--- src/rtl/pipe_stage.sv ---
// pipe_stage: reusable pipeline-stage register with valid/ready flow control.
//
// Carries a control field, which reads as zero whenever the stage holds a bubble, and a data
// payload, which holds its last value. SKID=1 adds a second (skid) entry so that in_ready
// depends only on registered state. SKID=0 is a single register with a combinational
// in_ready.
//
// Parameters:
//   CTRL_W  width of the control field (>=1)
//   DATA_W  width of the payload (>=1)
//   SKID    1 = two-entry skid buffer, registered in_ready; 0 = single register
//
// Ports:
//   clk        clock, rising edge
//   rst        synchronous active-high reset (priority over flush)
//   flush      discard all held entries at the next edge
//   in_valid   upstream offers an entry
//   in_ready   stage can accept an entry this cycle
//   in_ctrl    control field of the offered entry
//   in_data    payload of the offered entry
//   out_valid  downstream entry is valid
//   out_ready  downstream accepts the entry
//   out_ctrl   control field, zero whenever out_valid=0
//   out_data   payload, holds its last value when out_valid=0
//   occupancy  number of held entries (0..2)

module pipe_stage #(
  parameter int unsigned CTRL_W = 8,
  parameter int unsigned DATA_W = 111,
  parameter int unsigned SKID   = 1
) (
  input  logic              clk,
  input  logic              rst,
  input  logic              flush,
  input  logic              in_valid,
  output logic              in_ready,
  input  logic [CTRL_W-1:0] in_ctrl,
  input  logic [DATA_W-1:0] in_data,
  output logic              out_valid,
  input  logic              out_ready,
  output logic [CTRL_W-1:0] out_ctrl,
  output logic [DATA_W-1:0] out_data,
  output logic [1:0]        occupancy
);

  // Main register (drives out_*).
  logic              r_m_valid;
  logic [CTRL_W-1:0] r_m_ctrl;
  logic [DATA_W-1:0] r_m_data;
  logic              w_m_valid_nxt;
  logic [CTRL_W-1:0] w_m_ctrl_nxt;
  logic [DATA_W-1:0] w_m_data_nxt;

  logic w_accept;
  logic w_drain;

  assign w_accept  = in_valid & in_ready;
  assign w_drain   = r_m_valid & out_ready;

  assign out_valid = r_m_valid;
  assign out_ctrl  = r_m_ctrl;
  assign out_data  = r_m_data;

  if (SKID != 0) begin : g_skid
    logic              r_s_valid;
    logic [CTRL_W-1:0] r_s_ctrl;
    logic [DATA_W-1:0] r_s_data;
    logic              w_s_valid_nxt;
    logic [CTRL_W-1:0] w_s_ctrl_nxt;
    logic [DATA_W-1:0] w_s_data_nxt;

    // Registered ready: S empty means there is room for one more entry even if the
    // downstream stalls in this same cycle.
    assign in_ready  = ~r_s_valid;
    assign occupancy = 2'(r_m_valid) + 2'(r_s_valid);

    always_comb begin
      w_m_valid_nxt = r_m_valid;
      w_m_ctrl_nxt  = r_m_ctrl;
      w_m_data_nxt  = r_m_data;
      w_s_valid_nxt = r_s_valid;
      w_s_ctrl_nxt  = r_s_ctrl;
      w_s_data_nxt  = r_s_data;

      if (flush) begin
        // Data registers keep their values; only valids and ctrl are cleared.
        w_m_valid_nxt = 1'b0;
        w_m_ctrl_nxt  = '0;
        w_s_valid_nxt = 1'b0;
        w_s_ctrl_nxt  = '0;
      end else if (!r_m_valid) begin
        // S is never occupied while M is empty.
        if (w_accept) begin
          w_m_valid_nxt = 1'b1;
          w_m_ctrl_nxt  = in_ctrl;
          w_m_data_nxt  = in_data;
        end
      end else if (w_drain) begin
        if (r_s_valid) begin
          // in_ready is low while S is full, so no accept can coincide here.
          w_m_valid_nxt = 1'b1;
          w_m_ctrl_nxt  = r_s_ctrl;
          w_m_data_nxt  = r_s_data;
          w_s_valid_nxt = 1'b0;
          w_s_ctrl_nxt  = '0;
        end else if (w_accept) begin
          w_m_valid_nxt = 1'b1;
          w_m_ctrl_nxt  = in_ctrl;
          w_m_data_nxt  = in_data;
        end else begin
          w_m_valid_nxt = 1'b0;
          w_m_ctrl_nxt  = '0;
        end
      end else if (w_accept) begin
        // M stalled: park the new entry in S.
        w_s_valid_nxt = 1'b1;
        w_s_ctrl_nxt  = in_ctrl;
        w_s_data_nxt  = in_data;
      end
    end

    always_ff @(posedge clk) begin
      if (rst) begin
        r_m_valid <= 1'b0;
        r_m_ctrl  <= '0;
        r_m_data  <= '0;
        r_s_valid <= 1'b0;
        r_s_ctrl  <= '0;
        r_s_data  <= '0;
      end else begin
        r_m_valid <= w_m_valid_nxt;
        r_m_ctrl  <= w_m_ctrl_nxt;
        r_m_data  <= w_m_data_nxt;
        r_s_valid <= w_s_valid_nxt;
        r_s_ctrl  <= w_s_ctrl_nxt;
        r_s_data  <= w_s_data_nxt;
      end
    end
  end else begin : g_noskid
    // The only combinational path in this mode: out_ready -> in_ready.
    assign in_ready  = ~r_m_valid | out_ready;
    assign occupancy = 2'(r_m_valid);

    always_comb begin
      w_m_valid_nxt = r_m_valid;
      w_m_ctrl_nxt  = r_m_ctrl;
      w_m_data_nxt  = r_m_data;

      if (flush) begin
        w_m_valid_nxt = 1'b0;
        w_m_ctrl_nxt  = '0;
      end else if (w_accept) begin
        w_m_valid_nxt = 1'b1;
        w_m_ctrl_nxt  = in_ctrl;
        w_m_data_nxt  = in_data;
      end else if (w_drain) begin
        w_m_valid_nxt = 1'b0;
        w_m_ctrl_nxt  = '0;
      end
    end

    always_ff @(posedge clk) begin
      if (rst) begin
        r_m_valid <= 1'b0;
        r_m_ctrl  <= '0;
        r_m_data  <= '0;
      end else begin
        r_m_valid <= w_m_valid_nxt;
        r_m_ctrl  <= w_m_ctrl_nxt;
        r_m_data  <= w_m_data_nxt;
      end
    end
  end

endmodule

--- config.mk ---
export PLATFORM = sky130hd
export DESIGN_NAME = pipe_stage
export DESIGN_NICKNAME = d
export VERILOG_FILES = /design/src/rtl/pipe_stage.sv
export SDC_FILE = /design/constraint.sdc
export NUM_CORES = 1
export LEC_CHECK = 0
export ABC_AREA = 1
export ABC_CLOCK_PERIOD_IN_PS = 1800
export CAP_MARGIN = 20
export CELL_PAD_IN_SITES_DETAIL_PLACEMENT = 0
export CELL_PAD_IN_SITES_GLOBAL_PLACEMENT = 1
export CORE_MARGIN = 2
export CORE_UTILIZATION = 35
export DETAILED_ROUTE_END_ITERATION = 12
export PLACE_DENSITY = 0.91
export SETUP_SLACK_MARGIN = 0.15
export SYNTH_ARGS = -nofsm -noshare
export SYNTH_HDL_FRONTEND = slang
export SYNTH_SLANG_ARGS = --single-unit
export TNS_END_PERCENT = 1
--- constraint.sdc ---
create_clock -name clk -period 1.8 [get_ports clk]
set_input_delay 0.18 -clock clk [delete_from_list [all_inputs] [get_ports clk]]
set_output_delay 0.18 -clock clk [all_outputs]
set_load 0.05 [all_outputs]
## Yosys cells after proc, flatten, opt, wreduce, memory -nomap -nowiden

Index checks and enable logic that the tools add are counted.
W data, S select, Z words.

| word-level totals | value |
|---|---|
| flip-flop bits (word level) | 240 |
| bits of input ports | 124 |
| logic and storage cells | 39 |

| cells by class | value |
|---|---|
| $add $sub $neg | 1 |
| eq/ne operators | 2 |
| muxes and demuxes | 17 |
| bitwise logic cells | 5 |
| reductions and logical operators | 8 |

Operator list:

| operator | number |
|---|---|
| $mux W111 | 4 |
| $mux W8 | 7 |
| $mux W1 | 6 |
| $reduce_and A2 Y1 | 3 |
| $ne A2 B1 Y1 const B | 2 |
| $reduce_and A4 Y1 | 1 |
| $reduce_bool A2 Y1 | 2 |
| $not A1 Y1 | 3 |
| $reduce_and A3 Y1 | 1 |
| $add A1 B1 Y2 | 1 |
| $and A1 B1 Y1 | 2 |
| $reduce_or A2 Y1 | 1 |

## Longest topological paths before layout

Gate-level depths: netlist of the first run.

| depth | value |
|---|---|
| word-level depth | 6 |
| depth in mapped cells | 10 |

## Worst setup path after synthesis of the first run

No wires, ideal clock.

| timing | value |
|---|---|
| path kind | register -> register |
| start | register r_m_valid (netlist: out_valid) |
| end | register g_skid.r_s_data[50] |
| library setup time | 0.116 ns |
| arrival | 1.595 ns |
| required time | 1.684 ns |
| path slack | 0.089 ns |
| stages on the path, launching flop included | 9 |
| clock period less this slack | 1.711 ns |
| path through | dfxtp_1 buf_4 inv_2 nor2_4 nand3_4 buf_6 clkbuf_1 o21ai_0 nor2_1 |

| between the ends | value |
|---|---|
| cells in the longest elaborated chain, start to end | 3 |

Ends and longest elaborated chain:

| what | RTL line | text |
|---|---|---|
| from (decl) | 47 | `logic r_m_valid;` |
| from (signal assigned) | 131 | `r_m_valid <= w_m_valid_nxt;` |
| $and A1 B1 Y1 | 58 | `assign w_drain = r_m_valid & out_ready;` |
| $not A1 Y1 (no source line) | n/a |  |
| $reduce_and A4 Y1 (no source line) (*) | n/a |  |
| to (signal assigned) | 136 | `r_s_data <= w_s_data_nxt;` |
| to (decl) | 67 | `logic [DATA_W-1:0] r_s_data;` |

Every way passes the cells marked *; elsewhere a longest branch is shown, timed or not.
A chain may end at the register's enable or synchronous reset.

## Worst setup path in the final report of the first run

| timing | value |
|---|---|
| start | register g_skid.r_s_valid |
| end | output occupancy[0] |

| between the ends | value |
|---|---|
| cells in the longest elaborated chain, start to end | 1 |

Ends and longest elaborated chain:

| what | RTL line | text |
|---|---|---|
| from (decl) | 65 | `logic r_s_valid;` |
| from (signal assigned) | 134 | `r_s_valid <= w_s_valid_nxt;` |
| $add A1 B1 Y2 | 75 | `assign occupancy = 2'(r_m_valid) + 2'(r_s_valid);` |
| to (decl) | 43 | `output logic [1:0] occupancy` |

Every way passes these cells.

==> qor.csv, run 1 <==
stage,metric,value,unit
logic_synthesis,yosysWarnings,0,
sta,rsz0062_at_grt,true,
clock_network,cts.clk_slew.worst_paths,0.06,ns
logic_synthesis,synthMuxAreaShare,0,
logic_synthesis,synth_top_area_frac,0.433,
sta,finalHoldViolations,0,
critical_path,end_kind,output pin,
route,vias,11200,
clock_network,clock_path_buffers,3,
cells_and_area,final_nets,2052,
pwr,p_seq_frac,0.395,
logic_synthesis,synth_top_family_by_area,simple AND/OR/NAND/NOR gates,
pwr,switching_share,0.282,
route,vias_per_cell,4.74,
critical_path,worst-path-max-fanout,6,
die,core-area,31400,µm²
die,die_w,182,µm
pwr,powerDensity,942,nW/µm²
critical_path,critical_path_class,register to output pin,
route,firstDrtPassIters,8,
logic_synthesis,yosysUniqueCellTypes,22,
place,finalWeightedCongestion,0.793,
global_route,grt_pass1_wl,54.3,mm
global_route,grt_overflow,0,
place,dp.cells,2279,
place,numPortBuffers,246,
route,drc,0,
die,dieHeight,182,µm
min_path,hold_class,primary input to register,
clock_network,hold_buffers,0,
sta,post-route-period-util,0.911,
sta,worstMarginPinSlew,0.562,ns
logic_synthesis,synth_compound_area_frac,0.0578,
clock_network,insertion_delay,0.55,ns
sta,tns,0,ns
pwr,clockPowerShare,0.440,
clock_network,clock-root-buffer,clkbuf_16,
logic_synthesis,yosys-top-cells-area,"dfxtp_1, nor2_1, nand2_1",
logic_synthesis,syn_area,11100,µm²
clock_network,clkSinkCount,240,
critical_path,cp.arrival,1.46,ns
clock_network,htree_num_levels,1,
die,die_area,33100,µm²
logic_synthesis,syn_area_per_cell,6.44,µm²
global_route,grt_pass1_vias,10700,
sta,period_needed,1.64,ns
sta,whs,0.272,ns
logic_synthesis,netlist_instances,1722,
pwr,switchingPower,4.04,mW
cells_and_area,final_core_util,0.484,
global_route,antenna_found_initial,3,
logic_synthesis,synthSimpleGateAreaFrac,0.399,
sta,slew_violations,0,
route,wl_met2,15.8,mm
critical_path,startpoint_type,register,
sta,fin_skew,0.0176,ns
route,ant_nets,0,
logic_synthesis,synth_seq_cells,240,
logic_synthesis,synth_area_leader_cell,dfxtp_1,
global_route,grt_max_degree,79,
die,initial_utilization,0.353,
sta,fmax,0.610,GHz
clock_network,cts_tree,built,
cells_and_area,syn_to_final_growth,37.0,%
cells_and_area,antenna_cells,0,
die,pin_count,247,
pwr,leakagePower,7.43,nW
cells_and_area,drive_above_1_share,0.0708,
cells_and_area,nFillCells,3190,
sta,maxSlewHeadroom,0.627,
cells_and_area,final_cells,2352,
global_route,track_usage,0.198,
route,drt_wl_total,35.0,mm
logic_synthesis,synth_xor_area_frac,0,
route,met3_length,2.71,mm
pwr,combPwrFrac,0.164,
place,pre_cts_ws,0.0833,ns
outcome,status,"finished, final reports clean",
route,top_layer_used,met5,
logic_synthesis,synth_fa_ha_area_frac,0.00113,
job,maxCapViolCount,0,
place,dp_hpwl,20.6,mm
logic_synthesis,yosysSeqAreaShare,0.433,
pwr,ir_worst_vdd,0.000632,V
die,num_rows,65,
route,detail_route.iter0.violations,729,
route,wirelength_met1,15.8,mm
clock_network,numCtsBuffers,29,
sta,worst_slack,0.160,ns
pwr,p_int,10.3,mW
sta,setup_viol,0,
logic_synthesis,synth_fp_nets,1847,
critical_path,worstPathRequired,1.62,ns
route,wl_per_cell,14.9,µm
## kinds of logic (layout without fill, tap and decap cells)
group | Yosys count | after routing
AOI/OAI and AO/OA | 124 | 124
DFF | 240 | 240
adders and majority gates | 1 | 1
buffers and inverters | 263 | 491
and+or+nand+nor | 1094 | 1094
## layer usage
layer,vias to the layer above,global-route usage
li1,5716,-
met1,5060,0.254
met2,330,0.333
met3,48,0.0481
met4,6,0.0523
met5,-,0
## synth_stat cells
cell	instances
nor2_1	489
nand2_1	379
dfxtp_1	240
nand3_1	218
inv_1	133
o21ai_0	93
buf_2	59
clkbuf_1	35
o21ai_1	20
buf_6	14
buf_4	11
o21bai_1	8
inv_2	6
nand2_2	5
a21oi_1	3
clkinv_1	2
nor2_4	2
buf_1	1
clkbuf_2	1
ha_1	1
inv_4	1
nand3_4	1
## flip-flops by register name, summed over array words and instances, names as in the netlist
signal,count
out_data,111
g_skid.r_s_ctrl,8
out_ctrl,8
out_valid,1
g_skid.r_s_valid,1
g_skid.r_s_data,111
## through the flow
stage               area, µm²  total power, mW
floorplan               11100             7.24
global placement        13800             8.16
detailed placement      13800             8.17
CTS                     14900             14.4
global route            15200             14.9
finish                  15200             14.3
## layout make-up
type	count	area, µm²	share of cell area
tap	402	503	0.0331
timing repair buffer	295	3160	0.208
inverter	142	558	0.0367
sequential	240	4810	0.317
clock buffer	43	941	0.0620
multi-input combinational	1219	5100	0.336
clock inverter	11	118	0.00774
## critical path: stages, from the launching register on
cell and delay [ns]:
dfxtp_4 0.37, buf_12 0.14, ha_4 0.26, buf_8 0.13
## cells in the final DEF (no fill, tap or decap), types with 2 or more instances in the layout
cell type and count:
nor2_1 489, nand2_1 379, dfxtp_1 238, nand3_1 218, inv_1 132, clkdlybuf4s50_1 123
dlygate4sd2_1 100, o21ai_0 91, clkbuf_16 39, buf_4 28, o21ai_1 22, buf_12 18
clkbuf_8 12, o21bai_1 8, clkdlybuf4s15_1 7, clkinv_2 5, inv_2 4, inv_6 4
buf_16 4, nand2_2 3, a21oi_1 3, nand2_4 2, nor2_4 2, clkinv_1 2
clkinvlp_4 2, bufinv_16 2, dfxtp_4 2, buf_8 2, buf_6 2
## power by group through the flow
stage,combinational (mW),clock [mW],sequential [mW]
floorplan,0.837,0,6.41
global placement,2.38,0,5.78
detailed placement,2.39,0,5.78
CTS,2.32,6.45,5.65
global route,2.56,6.69,5.68
finish,2.35,6.30,5.65
## worst paths after layout
kind	from	to	slack (ns)	depth (start not counted)
worst min-delay path	in_data[97]	g_skid.r_s_data[97]$_SDFFE_PP0P_	0.27	3
worst max register to register	out_valid$_SDFF_PP0_	g_skid.r_s_data[25]$_SDFFE_PP0P_	0.18	8
worst max-delay path	g_skid.r_s_valid$_SDFFE_PP0P_	occupancy[0]	0.16	3
worst min register to register	out_data[33]$_SDFFE_PP0P_	out_data[33]$_SDFFE_PP0P_	0.47	2
## what timing repair did
item                       4_1_cts  5_1_grt
gates cloned                     1        8
gates resized for setup        121       19
setup buffers                    2        8
hold endpoints to repair         0        0
setup endpoints to repair      112      220
pin swaps                        0        1
No activity file was read; power rests on OpenSTA's default activity.
==> run 2, diff against run 1 <==
CORE_UTILIZATION = 40   (was 35)
DONT_BUFFER_PORTS = 1   (was default)
PLACE_DENSITY = 0.84   (was 0.91)
==> run 2 against run 1 <==
Effect of this change: flip-flop and latch count did not move; cell count fell by 7.3%; sequential power rose by 11%; routed wire length fell by 9.1%; total power fell by 9.4%; die area fell by 12%; worst setup slack improved by 0.038 ns; critical endpoint is now out_data[38]$_SDFFE_PP0P_; largest power group is now sequential cells.
==> qor.csv, run 2 (synthesis results as in run 1) <==
stage,metric,value,unit,change
place,finalWeightedCongestion,0.781,,was 0.793
cells_and_area,final_core_util,0.497,,was 0.484
global_route,grt_max_degree,121,,was 79
min_path,hp-start,in_valid,,was in_data[97]
critical_path,end_kind,register,,was output pin
die,core-area,27100,µm²,was 31400 µm²
global_route,grt_pass1_vias,9976,,was 10.7k
outcome,status,"finished, final reports clean",,unchanged
critical_path,worstPathRequired,2.22,ns,was 1.62 ns
clock_network,cts.clk_slew.worst_paths,0.06,ns,about the same
sta,rsz0062_at_grt,true,,unchanged
clock_network,htree_num_levels,1,,unchanged
cells_and_area,layout_commonest_cell,nor2_1,,unchanged
cells_and_area,syn_to_final_growth,21.6,%,was 37.0%
clock_network,clkSinkCount,240,,unchanged
route,vias,10600,,was 11.2k
pwr,combPwrFrac,0.108,,was 0.164
pwr,p_int,9.20,mW,was 10.3 mW
route,vias_per_cell,4.86,,was 4.74
critical_path,worst-path-max-fanout,41,,was 6
min_path,holdPathEnd,out_data[78]$_SDFFE_PP0P_,,was g_skid.r_s_data[97]$_SDFFE_PP0P_
clock_network,numCtsBuffers,28,,was 29
cells_and_area,antenna_cells,0,,unchanged
clock_network,cts_tree,built,,unchanged
sta,post-route-period-util,0.890,,was 0.911
critical_path,r2r_start,out_valid$_SDFF_PP0_,,unchanged
route,drt_wl_total,31.8,mm,was 35.0 mm
pwr,ir_worst_vdd,0.000625,V,was 0.000632 V
critical_path,critical_path_class,register to register,,was register to output pin
clock_network,insertion_delay,0.54,ns,was 0.55 ns
job,maxCapViolCount,0,,unchanged
global_route,grt_pass1_wl,51.1,mm,was 54.3 mm
sta,tns,0,ns,unchanged
route,drc,0,,unchanged
pwr,leakagePower,6.34,nW,was 7.43 nW
min_path,hold_class,primary input to register,,unchanged
global_route,track_usage,0.212,,was 0.198
die,initial_utilization,0.409,,was 0.353
route,firstDrtPassIters,5,,was 8
route,ant_nets,0,,unchanged
pwr,clockPowerShare,0.408,,was 0.440
sta,worstMarginPinSlew,0.617,ns,was 0.562 ns
clock_network,clock-root-buffer,clkbuf_16,,unchanged
cells_and_area,mostFrequentLayoutCells,"nor2_1, nand2_1, dfxtp_1, nand3_1, inv_1",,unchanged
sta,setup_viol,0,,unchanged
critical_path,ff2ff_path_depth,7,,was 8
place,numPortBuffers,0,,was 246
sta,slew_violations,0,,unchanged
sta,period_needed,1.60,ns,was 1.64 ns
critical_path,r2r-end,out_data[38]$_SDFFE_PP0P_,,was g_skid.r_s_data[25]$_SDFFE_PP0P_
pwr,switchingPower,3.75,mW,was 4.04 mW
sta,fin_skew,0.0188,ns,was 0.0176 ns
cells_and_area,drive_above_1_share,0.0514,,was 0.0708
route,wl_per_cell,14.6,µm,was 14.9 µm
critical_path,startpoint_type,register,,unchanged
sta,maxSlewHeadroom,0.588,,was 0.627
global_route,antenna_found_initial,0,,was 3
die,die_w,171,µm,was 182 µm
critical_path,cp.arrival,2.02,ns,was 1.46 ns
sta,fmax,0.624,GHz,was 0.610 GHz
place,dp_hpwl,18.0,mm,was 20.6 mm
cells_and_area,nFillCells,2756,,was 3190
min_path,hold_depth,5,,was 3
die,die_area,29100,µm²,was 33100 µm²
pwr,powerDensity,961,nW/µm²,was 942 nW/µm²
die,dieHeight,171,µm,was 182 µm
die,pin_count,247,,unchanged
critical_path,rrSetupSlack,0.20,ns,was 0.18 ns
pwr,switching_share,0.290,,was 0.282
route,detail_route.iter0.violations,676,,was 729
clock_network,clock_path_buffers,3,,unchanged
pwr,p_seq_frac,0.484,,was 0.395
sta,finalHoldViolations,0,,unchanged
die,num_rows,60,,was 65
cells_and_area,final_nets,1915,,was 2052
global_route,grt_overflow,0,,unchanged
==> run 2: routing by layer <==
metal	routed length [µm]	vias to the layer above	GRT usage	share of wire
met3	2230	37	0.0486	0.070
met1	13900	4869	0.270	0.44
li1	-	5434	-	-
met5	0	-	0	0
met2	15200	258	0.366	0.48
met4	475	0	0.0465	0.015
==> run 2: layout make-up <==
type / instances / area, µm² / area share
clock buffer: 44 / 822 / 0.0610
multi-input combinational: 1219 / 5100 / 0.378
timing repair buffer: 159 / 1720 / 0.128
clock inverter: 4 / 23.8 / 0.00176
sequential: 240 / 4810 / 0.357
tap: 372 / 465 / 0.0345
inverter: 142 / 543 / 0.0403
==> run 2: critical path, cell delays in order, from the launching register on <==
cell and delay [ns]:
dfxtp_4 0.36, buf_4 0.16, nand2_4 0.11, nand2_4 0.11, buf_4 0.42, nand3_1 0.14, nand2_1 0.08, nor2_1 0.05
==> run 2: worst max-delay path by stage <==
stage	to	from	cells after the start	slack (ns)
CTS	occupancy[0]	out_valid$_SDFF_PP0_	2	0.18
detailed placement	out_data[50]$_SDFFE_PP0P_	g_skid.r_s_valid$_SDFFE_PP0P_	7	0.33
global placement	out_data[78]$_SDFFE_PP0P_	out_valid$_SDFF_PP0_	7	0.31
finish	out_data[38]$_SDFFE_PP0P_	out_valid$_SDFF_PP0_	7	0.20
floorplan	g_skid.r_s_data[50]$_SDFFE_PP0P_	out_valid$_SDFF_PP0_	8	0.28
global route	out_data[92]$_SDFFE_PP0P_	out_valid$_SDFF_PP0_	9	0.11
==> run 2: per-stage QoR <==
stage / worst slack [ns] / instance area (µm²) / std cells / power (mW) / hold slack (ns)
final: 0.197 / 13500 / 2180 / 13.0 / 0.0612
after global routing: 0.109 / 13500 / 2180 / 13.6 / 0.0837
after CTS: 0.179 / 13400 / 2179 / 13.1 / 0.0261
after detailed placement: 0.327 / 11300 / 2007 / 7.53 / 0.254
after global placement: 0.312 / 11300 / 2007 / 7.51 / 0.252
after floorplan: 0.277 / 11100 / 1722 / 7.24 / 0.249
==> run 2: what timing repair did <==
action	4_1_cts	5_1_grt
buffers inserted	2	0
hold buffers	122	0
endpoints found under the setup margin	2	84
gates resized for setup	4	2
hold endpoints to repair	240	0
gates cloned	0	1
==> run 2: power groups by stage <==
stage	clock, mW	sequential [mW]	combinational, mW
6_report	5.28	6.27	1.39
2_1_floorplan	0	6.41	0.837
4_1_cts	5.46	6.28	1.40
3_5_place_dp	0	6.40	1.13
5_1_grt	5.67	6.30	1.58
3_3_place_gp	0	6.39	1.12
==> run 3, diff against run 2 <==
ABC_AREA = default   (was 1)
ABC_CLOCK_PERIOD_IN_PS = 1500   (was 1800)
PLACE_DENSITY = 0.8   (was 0.84)
clock period = 1.5 ns   (was 1.8 ns; I/O delays follow)
==> run 3 against run 2 <==
Effect of this change: the run now ends with negative hold slack, negative setup slack left; cell count down 13%; core utilization up 1.8 points; worst setup slack worse by 0.69 ns; largest power group is now the clock network; area after synthesis up 12%; flip-flop and latch count unchanged.
==> qor.csv, run 3 <==
stage,metric,value,unit,change
job,maxCapViolCount,0,,unchanged
die,dieHeight,180,µm,was 171 µm
route,vias_per_cell,6.08,,was 4.86
logic_synthesis,syn_area,12500,µm²,was 11100 µm²
route,wirelength_met1,17.6,mm,was 13.9 mm
logic_synthesis,synth_top_flop_cell,dfxtp_1,,unchanged
route,top_layer_used,met4,,unchanged
logic_synthesis,syn_area_per_cell,8.82,µm²,was 6.44 µm²
place,dp_hpwl,21.1,mm,was 18.0 mm
place,finalWeightedCongestion,0.757,,was 0.781
critical_path,worstPathRequired,1.95,ns,was 2.22 ns
logic_synthesis,yosys-top-cells-area,"dfxtp_1, a2111o_1, a21oi_1",,"was dfxtp_1, nor2_1, nand2_1"
pwr,total_power,16.8,mW,was 13.0 mW
pwr,ir_worst_vdd,0.000946,V,was 0.000625 V
clock_network,hold_buffers,13,,was 122
logic_synthesis,yosysSeqAreaShare,0.386,,was 0.433
cells_and_area,syn_to_final_growth,26.6,%,was 21.6%
place,pre_cts_ws,-0.125,ns,was 0.327 ns
logic_synthesis,synth_area_leader_cell,dfxtp_1,,unchanged
sta,maxSlewHeadroom,0.170,,was 0.588
cells_and_area,drive_above_1_share,0.250,,was 0.0514
cells_and_area,mostFrequentLayoutCells,"dfxtp_1, a21oi_1, buf_4, nand3b_1",,"was nor2_1, nand2_1, dfxtp_1, nand3_1, inv_1"
logic_synthesis,netlist_instances,1412,,was 1722
min_path,hold_depth,1,,was 5
route,met3_length,2.79,mm,was 2.23 mm
die,initial_utilization,0.407,,was 0.409
sta,post-route-period-util,1.33,,
sta,fmax,0.503,GHz,
route,vias,11500,,was 10.6k
critical_path,cp.arrival,2.44,ns,was 2.02 ns
clock_network,cts.clk_slew.worst_paths,0.06,ns,about the same
route,ant_nets,0,,unchanged
place,numPortBuffers,0,,unchanged
die,num_rows,64,,was 60
pwr,leakagePower,5.70,nW,was 6.34 nW
global_route,grt_pass1_wl,59.1,mm,was 51.1 mm
pwr,powerDensity,1070,nW/µm²,was 961 nW/µm²
min_path,hold_class,primary input to register,,unchanged
sta,worst_slack,-0.489,ns,was 0.197 ns
clock_network,clock-root-buffer,clkbuf_16,,unchanged
cells_and_area,final_nets,1593,,was 1915
die,core-area,30600,µm²,was 27100 µm²
logic_synthesis,yosysUniqueCellTypes,38,,was 22
global_route,grt_pass1_vias,10600,,was 9976
global_route,grt_overflow,0,,unchanged
critical_path,startpoint_type,primary input,,was register
logic_synthesis,synth_seq_cells,240,,unchanged
die,pin_count,247,,unchanged
logic_synthesis,synth.most_common_cell,dfxtp_1,,was nor2_1
route,drt_wl_total,39.0,mm,was 31.8 mm
clock_network,htree_num_levels,1,,unchanged
sta,period_needed,1.99,ns,
route,wl_per_cell,20.7,µm,was 14.6 µm
sta,worstMarginPinSlew,1.24,ns,was 0.617 ns
logic_synthesis,synth_fp_nets,1537,,was 1847
global_route,antenna_found_initial,0,,unchanged
clock_network,clkSinkCount,240,,unchanged
cells_and_area,final_cells,1886,,was 2180
route,drc,0,,unchanged
sta,rsz0062_at_grt,true,,unchanged
logic_synthesis,yosysWarnings,0,,unchanged
critical_path,ff2ff_path_depth,7,,unchanged
cells_and_area,nFillCells,2773,,was 2756
sta,fin_skew,0.0161,ns,was 0.0188 ns
sta,finalHoldViolations,214,,was 0
critical_path,critical_path_class,primary input to register,,was register to register
route,firstDrtPassIters,9,,was 5
logic_synthesis,synth_edf_count,0,,unchanged
die,die_w,180,µm,was 171 µm
outcome,violations,"negative hold slack, negative setup slack",,
logic_synthesis,synth_top_area_frac,0.386,,was 0.433
critical_path,end_kind,register,,unchanged
clock_network,numCtsBuffers,28,,unchanged
logic_synthesis,synth_common_cells,"dfxtp_1, a21oi_1, clkbuf_1",,"was nor2_1, nand2_1, dfxtp_1"
logic_synthesis,synth_async_sr_flop_share,0,,unchanged
route,wl_met2,17.7,mm,was 15.2 mm
global_route,grt_max_degree,448,,was 121
clock_network,cts_tree,built,,unchanged
outcome,status,"finished, violations left",,"was finished, final reports clean"
global_route,track_usage,0.214,,was 0.212
sta,setup_viol,242,,was 0
sta,whs,-0.318,ns,was 0.0612 ns
critical_path,worst-path-max-fanout,447,,was 41
place,dp.cells,1794,,was 2007
cells_and_area,layout_commonest_cell,dfxtp_1,,was nor2_1
route,detail_route.iter0.violations,991,,was 676
sta,slew_violations,0,,unchanged
cells_and_area,antenna_cells,0,,unchanged
die,die_area,32600,µm²,was 29100 µm²
clock_network,clock_path_buffers,3,,unchanged
clock_network,insertion_delay,0.55,ns,was 0.54 ns
==> run 3: changes by cell type after synthesis, sizes merged, moves of 9 or more <==
cell | before | now
nor2 | 491 | 2
buf | 85 | 74
nand3b | 0 | 112
o31ai | 0 | 110
mux2i | 0 | 9
inv | 140 | 3
nor3 | 0 | 10
a21oi | 3 | 223
a2111o | 0 | 109
a21bo | 0 | 109
clkbuf | 36 | 130
nand2 | 384 | 23
nand3 | 219 | 110
==> run 3: critical path, cell delays in order <==
cell           delay (ns)
or2_2                0.66
dlygate4sd3_1        0.73
a311oi_1             0.31
==> run 3: area by class of cell <==
class,instances,area [µm²],area share
multi-input cells,965,6880,0.437
flip-flops and latches,240,4810,0.305
repair buffers,230,2450,0.155
clock buffers,37,827,0.0525
well taps,396,495,0.0314
clock inverters,15,280,0.0178
inverters,3,16.3,0.00103
==> run 3: path summary, 6_finish.rpt <==
kind / to / start / slack [ns]
setup / recovery: out_ctrl[0]$_SDFFE_PP0P_ / flush / -0.49
hold / removal: out_data[105]$_SDFFE_PP0P_ / rst / -0.32
setup reg to reg: g_skid.r_s_data[70]$_SDFFE_PP0P_ / g_skid.r_s_valid$_SDFFE_PP0P_ / -0.21
hold reg to reg: g_skid.r_s_ctrl[1]$_SDFFE_PP0P_ / g_skid.r_s_ctrl[1]$_SDFFE_PP0P_ / 0.46
==> run 3: metrics by stage <==
step	utilization	setup TNS, ns	area (µm²)
6_report	0.515	-30.00	15800
5_1_grt	0.515	-36.33	15800
4_1_cts	0.505	-23.24	15500
2_1_floorplan	-	-11.23	12600
3_3_place_gp	0.456	-0.569	14000
3_5_place_dp	0.456	-4.43	14000
==> run 3: layer usage <==
metal,up-vias,track usage
li1,5508,-
met1,5561,0.290
met2,332,0.343
met3,60,0.0501
met4,0,0.0542
met5,-,0
==> run 3: kinds of logic after synthesis <==
| family | count (synthesis) | share of synthesized area |
|---|---|---|
| mux | 9 | 0.00724 |
| buf+inv | 207 | 0.0736 |
| compound gates | 684 | 0.400 |
| simple gates | 271 | 0.132 |
| fa+ha+maj | 1 | 0.00100 |
| flops | 240 | 0.386 |
==> run 3: repair_timing <==
action / in CTS / in global routing
pin swaps: 58 / 24
endpoints found under the hold margin: 240 / 222
gates resized for setup: 32 / 21
endpoints found under the setup margin: 234 / 242
buffers inserted: 13 / 4
cloned: 2 / 8
==> run 3: report_power, final <==
| part | leakage [nW] | switching (mW) | internal [mW] | total [mW] |
|---|---|---|---|---|
| Combinational | 3.21 | 1.26 | 0.869 | 2.12 |
| Clock | 0.541 | 2.85 | 5.23 | 8.08 |
| Sequential | 1.95 | 0.0798 | 6.55 | 6.63 |
==> RTL edit 1, RTL diff (config.mk and constraints of run 3) <==
The parameter `CTRL_W` goes from 8 to 10.
--- a/src/rtl/pipe_stage.sv
+++ b/src/rtl/pipe_stage.sv
@@ -27,3 +27,3 @@
 module pipe_stage #(
-  parameter int unsigned CTRL_W = 8,
+  parameter int unsigned CTRL_W = 10,
   parameter int unsigned DATA_W = 111,
Interface: changed (resized in_ctrl and out_ctrl); port bits go from 247 to 251. No check against the original RTL was run, so the function may have changed too.
==> RTL edit 1 against run 3 <==
The flow still finishes with violations (negative hold slack, negative setup slack). Sequential cell count grew 4. Worst setup slack gained 0.32 ns. Die area is essentially flat. Routed wire length shrank 1.9%. Total power shrank 3.1%. Final area is essentially flat. Area after synthesis is essentially flat. First-iteration DRC count grew 12%. Sequential power grew 2%. Largest power group unchanged.
==> RTL edit 1: results (changes against run 3) <==
status -> finished with violations
failing checks -> negative hold slack, negative setup slack
CP Max Fanout -> 2 (-99.6%)
R2R setup slack -> -0.16 ns (+0.05 ns)
sw frac -> 26.2% (+1.3 points)
Distinct cells, synth -> 34 (-11%)
Fillers -> 2,798 (+0.90%)
critical path arrival -> 1.52 ns (-0.92 ns)
Total GRT Usage -> 21.7% (+0.36 points)
Met3 Wirelength -> 2940 um (+5.2%)
setup violators final -> 232 (-4.1%)
CP delay by family, top -> flip-flops
final hold vios -> 218 (+1.9%)
Via Count -> 11.7k (+2.0%)
P_sw -> 4.27 mW (+2.1%)
fin nets -> 1,627 (+2.1%)
grt met2 use -> 34.6% (+0.34 points)
Starting DRT DRC Count -> 1,109 (+12%)
VDD IR max -> 0.000841 V (-11%)
Hold Buf Count CTS -> 14 (+1)
seq pwr -> 6.76 mW (+2%)
met1 usage -> 28.7% (-0.23 points)
sequential area share after synthesis -> 39.2% (+0.63 points)
hold_ws -> -0.326 ns (-0.00805 ns)
met1 wire length -> 16,500 um (-5.8%)
Post-CTS Setup Bufs -> 7 (-6)
final setup margin -> -0.172 ns (+0.317 ns)
Worst Hold Path EP -> g_skid.r_s_data[106]
critical path's largest stage delay -> 0.36 ns (-0.37 ns)
Synth Net Count -> 1,561 (+1.6%)
Post-DP HPWL -> 22,100 um (+4.6%)
synth cell count leaders -> dfxtp_1, a21oi_1, nand3_1, o21ai_0
number of global-route vias before repair -> 11.3k (+6.4%)
reg2reg end -> g_skid.r_s_data[86]
wirelength, routed -> 38,300 um (-1.9%)
first-pass GRT wire length -> 60,300 um (+2.1%)
gpl congestion -> 0.792 (+4.5%)
Slowest-stage cell, CP -> dfxtp_4
pwr/cell area -> 1040 nW/um^2 (-3.1%)
placed cell areas -> 14,000 sq um (+0.65%)
1st-pass router iterations -> 5 (-4)
RTL edit 1: cell families after synthesis:
| kind of cell | share of synthesized area [%] |
|---|---|
| buffers and inverters | 8.36 |
| AND/OR/NAND/NOR | 11.1 |
| multiplexers | 0.914 |
| AO/OA/AOI/OAI | 40.3 |
| adder cells (fa/ha/maj) | 0.100 |
| flip-flops | 39.2 |
RTL edit 1: through the flow:
stage          TNS, ns  worst slack (ns)  cells
2_1_floorplan    -6.57           -0.0589   1434
3_3_place_gp    -0.107           -0.0164   1837
3_5_place_dp     -3.59           -0.0650   1837
4_1_cts         -24.46            -0.196   1910
5_1_grt         -34.92            -0.238   1918
6_report        -19.24            -0.172   1918
RTL edit 1: final cells by class:
| class | count | share of cell area (%) |
|---|---|---|
| clock buffer | 38 | 5.20 |
| inverter | 3 | 0.0873 |
| timing repair buffer | 243 | 16.1 |
| multi-input combinational | 980 | 43.3 |
| sequential | 244 | 31.0 |
| tap | 396 | 3.14 |
| clock inverter | 14 | 1.13 |
==> RTL edit 2, RTL diff (flow settings as in run 3) <==
Made on the original files. Reset style: asynchronous (`rst`), changed in 2 clocked blocks. Comments in the files are not updated.
--- a/src/rtl/pipe_stage.sv
+++ b/src/rtl/pipe_stage.sv
@@ -121,3 +121,3 @@
 
-    always_ff @(posedge clk) begin
+    always_ff @(posedge clk or posedge rst) begin
       if (rst) begin
@@ -161,3 +161,3 @@
 
-    always_ff @(posedge clk) begin
+    always_ff @(posedge clk or posedge rst) begin
       if (rst) begin
Check against the original RTL: not settled (the Yosys comparison gave no result); the edit may change what the design does.
==> RTL edit 2 against run 3 <==
The flow finishes with violations (negative setup slack). Critical path depth rose by 1. Final area fell by 14%. Combinational power rose by 71%. Worst setup slack improved by 0.26 ns. Total power rose by 23%. Routed wire length fell by 31%. Area after synthesis fell by 22%. Sequential cell count did not move. Critical endpoint is now occupancy[0]. Highest routed layer unchanged.
==> RTL edit 2: results (changes against run 3) <==
grt met2 use -> 33.2% (-1.1 points)
post-synth top area share -> 61.6% (+23 points)
Slew HR -> 49.0% (+32 points)
top routing layer used -> met4
Post-DP HPWL -> 15,900 um (-25%)
Pleak -> 5.72 nW (+0.41%)
gpl congestion -> 0.786 (+3.8%)
met1 usage -> 26.1% (-2.8 points)
1st-pass router iterations -> 5 (-4)
Starting DRT DRC Count -> 405 (-59%)
Distinct cells, synth -> 27 (-29%)
Avg Cell Area, Syn -> 13.6 sq um (+55%)
first-pass GRT wire length -> 42,200 um (-29%)
area of the multi-input gates -> 3990 sq um (-42%)
fin nets -> 1,000 (-37%)
clock buffer count from CTS -> 26 (-7.1%)
share of cells above drive strength 1 -> 28.9% (+3.9 points)
Met3 Wirelength -> 1690 um (-40%)
Fillers -> 1,881 (-32%)
Skew-Pair Late Insertion Delay -> 0.52 ns (-0.03 ns)
Post-Syn Area -> 9750 sq um (-22%)
status -> finished with violations
met1 wire length -> 10,900 um (-38%)
VDD IR max -> 0.000942 V (-0.33%)
Routed wire per std cell -> 22.0 um (+6.3%)
Synth area leaders -> dfrtp_1, a2bb2oi_1, mux2_1
Port Buffers -> 0 (unchanged)
failing checks -> negative setup slack
Synth Net Count -> 840 (-45%)
Total GRT Usage -> 20.2% (-1.2 points)
setup TNS -> -15.91 ns (+14.08 ns)
critical path arrival -> 1.58 ns (-0.86 ns)
CP delay by family, top -> buffers and inverters
Slowest-stage cell, CP -> dfrtp_1
Top FF cell, synth -> dfrtp_1
initial antenna violation count -> 2 (+2)
pre-CTS setup slack -> -0.142 ns (-0.0170 ns)
setup violators final -> 214 (-12%)
final setup margin -> -0.232 ns (+0.257 ns)
sw frac -> 32.4% (+7.5 points)
met3 Use GR -> 4.36% (-0.65 points)
Via Count -> 7,017 (-39%)
number of global-route vias before repair -> 7,468 (-29%)
critical path's largest stage delay -> 0.38 ns (-0.35 ns)
synth cell count leaders -> dfrtp_1, a2bb2oi_1, o22ai_1, mux2_1, mux2_2
Placed Cells -> 1,046 (-42%)
WL met2 -> 13,200 um (-26%)
clk_skew -> 0.00794 ns (-0.00816 ns)
Async SR Flop Fraction -> 100% (+100 points)
largest net degree at the start of global routing -> 68 (-85%)
clock root buffer -> clkbuf_16
Via density -> 5.75 (-5.4%)
placed cell areas -> 10,700 sq um (-23%)
sequential area share after synthesis -> 61.6% (+23 points)
CP Max Fanout -> 5 (-99%)
RTL edit 2: cell families (layout without fill, tap and decap cells):
group,Yosys count,after routing,synth area share [%]
buffers and inverters,78,257,3.89
and+or+nand+nor,23,23,1.27
other,0,2,0
DFF,240,240,61.6
AOI/OAI and AO/OA,253,253,19.4
adders and majority gates,1,1,0.128
muxes,120,120,13.8
RTL edit 2: worst paths after layout:
| path | start | endpoint | slack (ns) | depth (start not counted) |
|---|---|---|---|---|
| worst max register to register | g_skid.r_s_valid | g_skid.r_s_data[51] | -0.16 | 5 |
| min in group asynchronous | rst | g_skid.r_s_data[1] | 0.09 | 2 |
| worst min register to register | g_skid.r_s_data[105] | g_skid.r_s_data[105] | 0.49 | 1 |
| worst max-delay path | out_valid | occupancy[0] | -0.23 | 4 |
| max in group asynchronous | rst | out_data[56] | 0.73 | 3 |
| worst min-delay path | in_ctrl[5] | out_ctrl[5] | 0.02 | 3 |
RTL edit 2: power groups by stage:
stage | clock, mW | combinational (mW) | sequential (mW)
after floorplan | 0 | 1.73 | 10.5
after global placement | 0 | 2.61 | 10.4
after detailed placement | 0 | 2.72 | 10.5
after CTS | 6.82 | 3.33 | 10.4
after global routing | 7.10 | 3.87 | 10.6
final | 6.69 | 3.62 | 10.5
RTL edit 2: cell type report:
type	count	area share [%]
diodes	2	0.0369
multi-input cells	397	29.4
inverters	11	0.333
flip-flops and latches	240	44.4
well taps	324	2.99
clock inverters	5	0.610
clock buffers	42	6.14
repair buffers	199	16.1
RTL edit 2: what timing repair did:
action / CTS / global route
endpoints found under the hold margin: 480 / 5
pin swaps: 2 / 1
resized for setup: 68 / 72
setup endpoints to repair: 274 / 294
hold buffers: 123 / 1
buffers inserted: 1 / 0
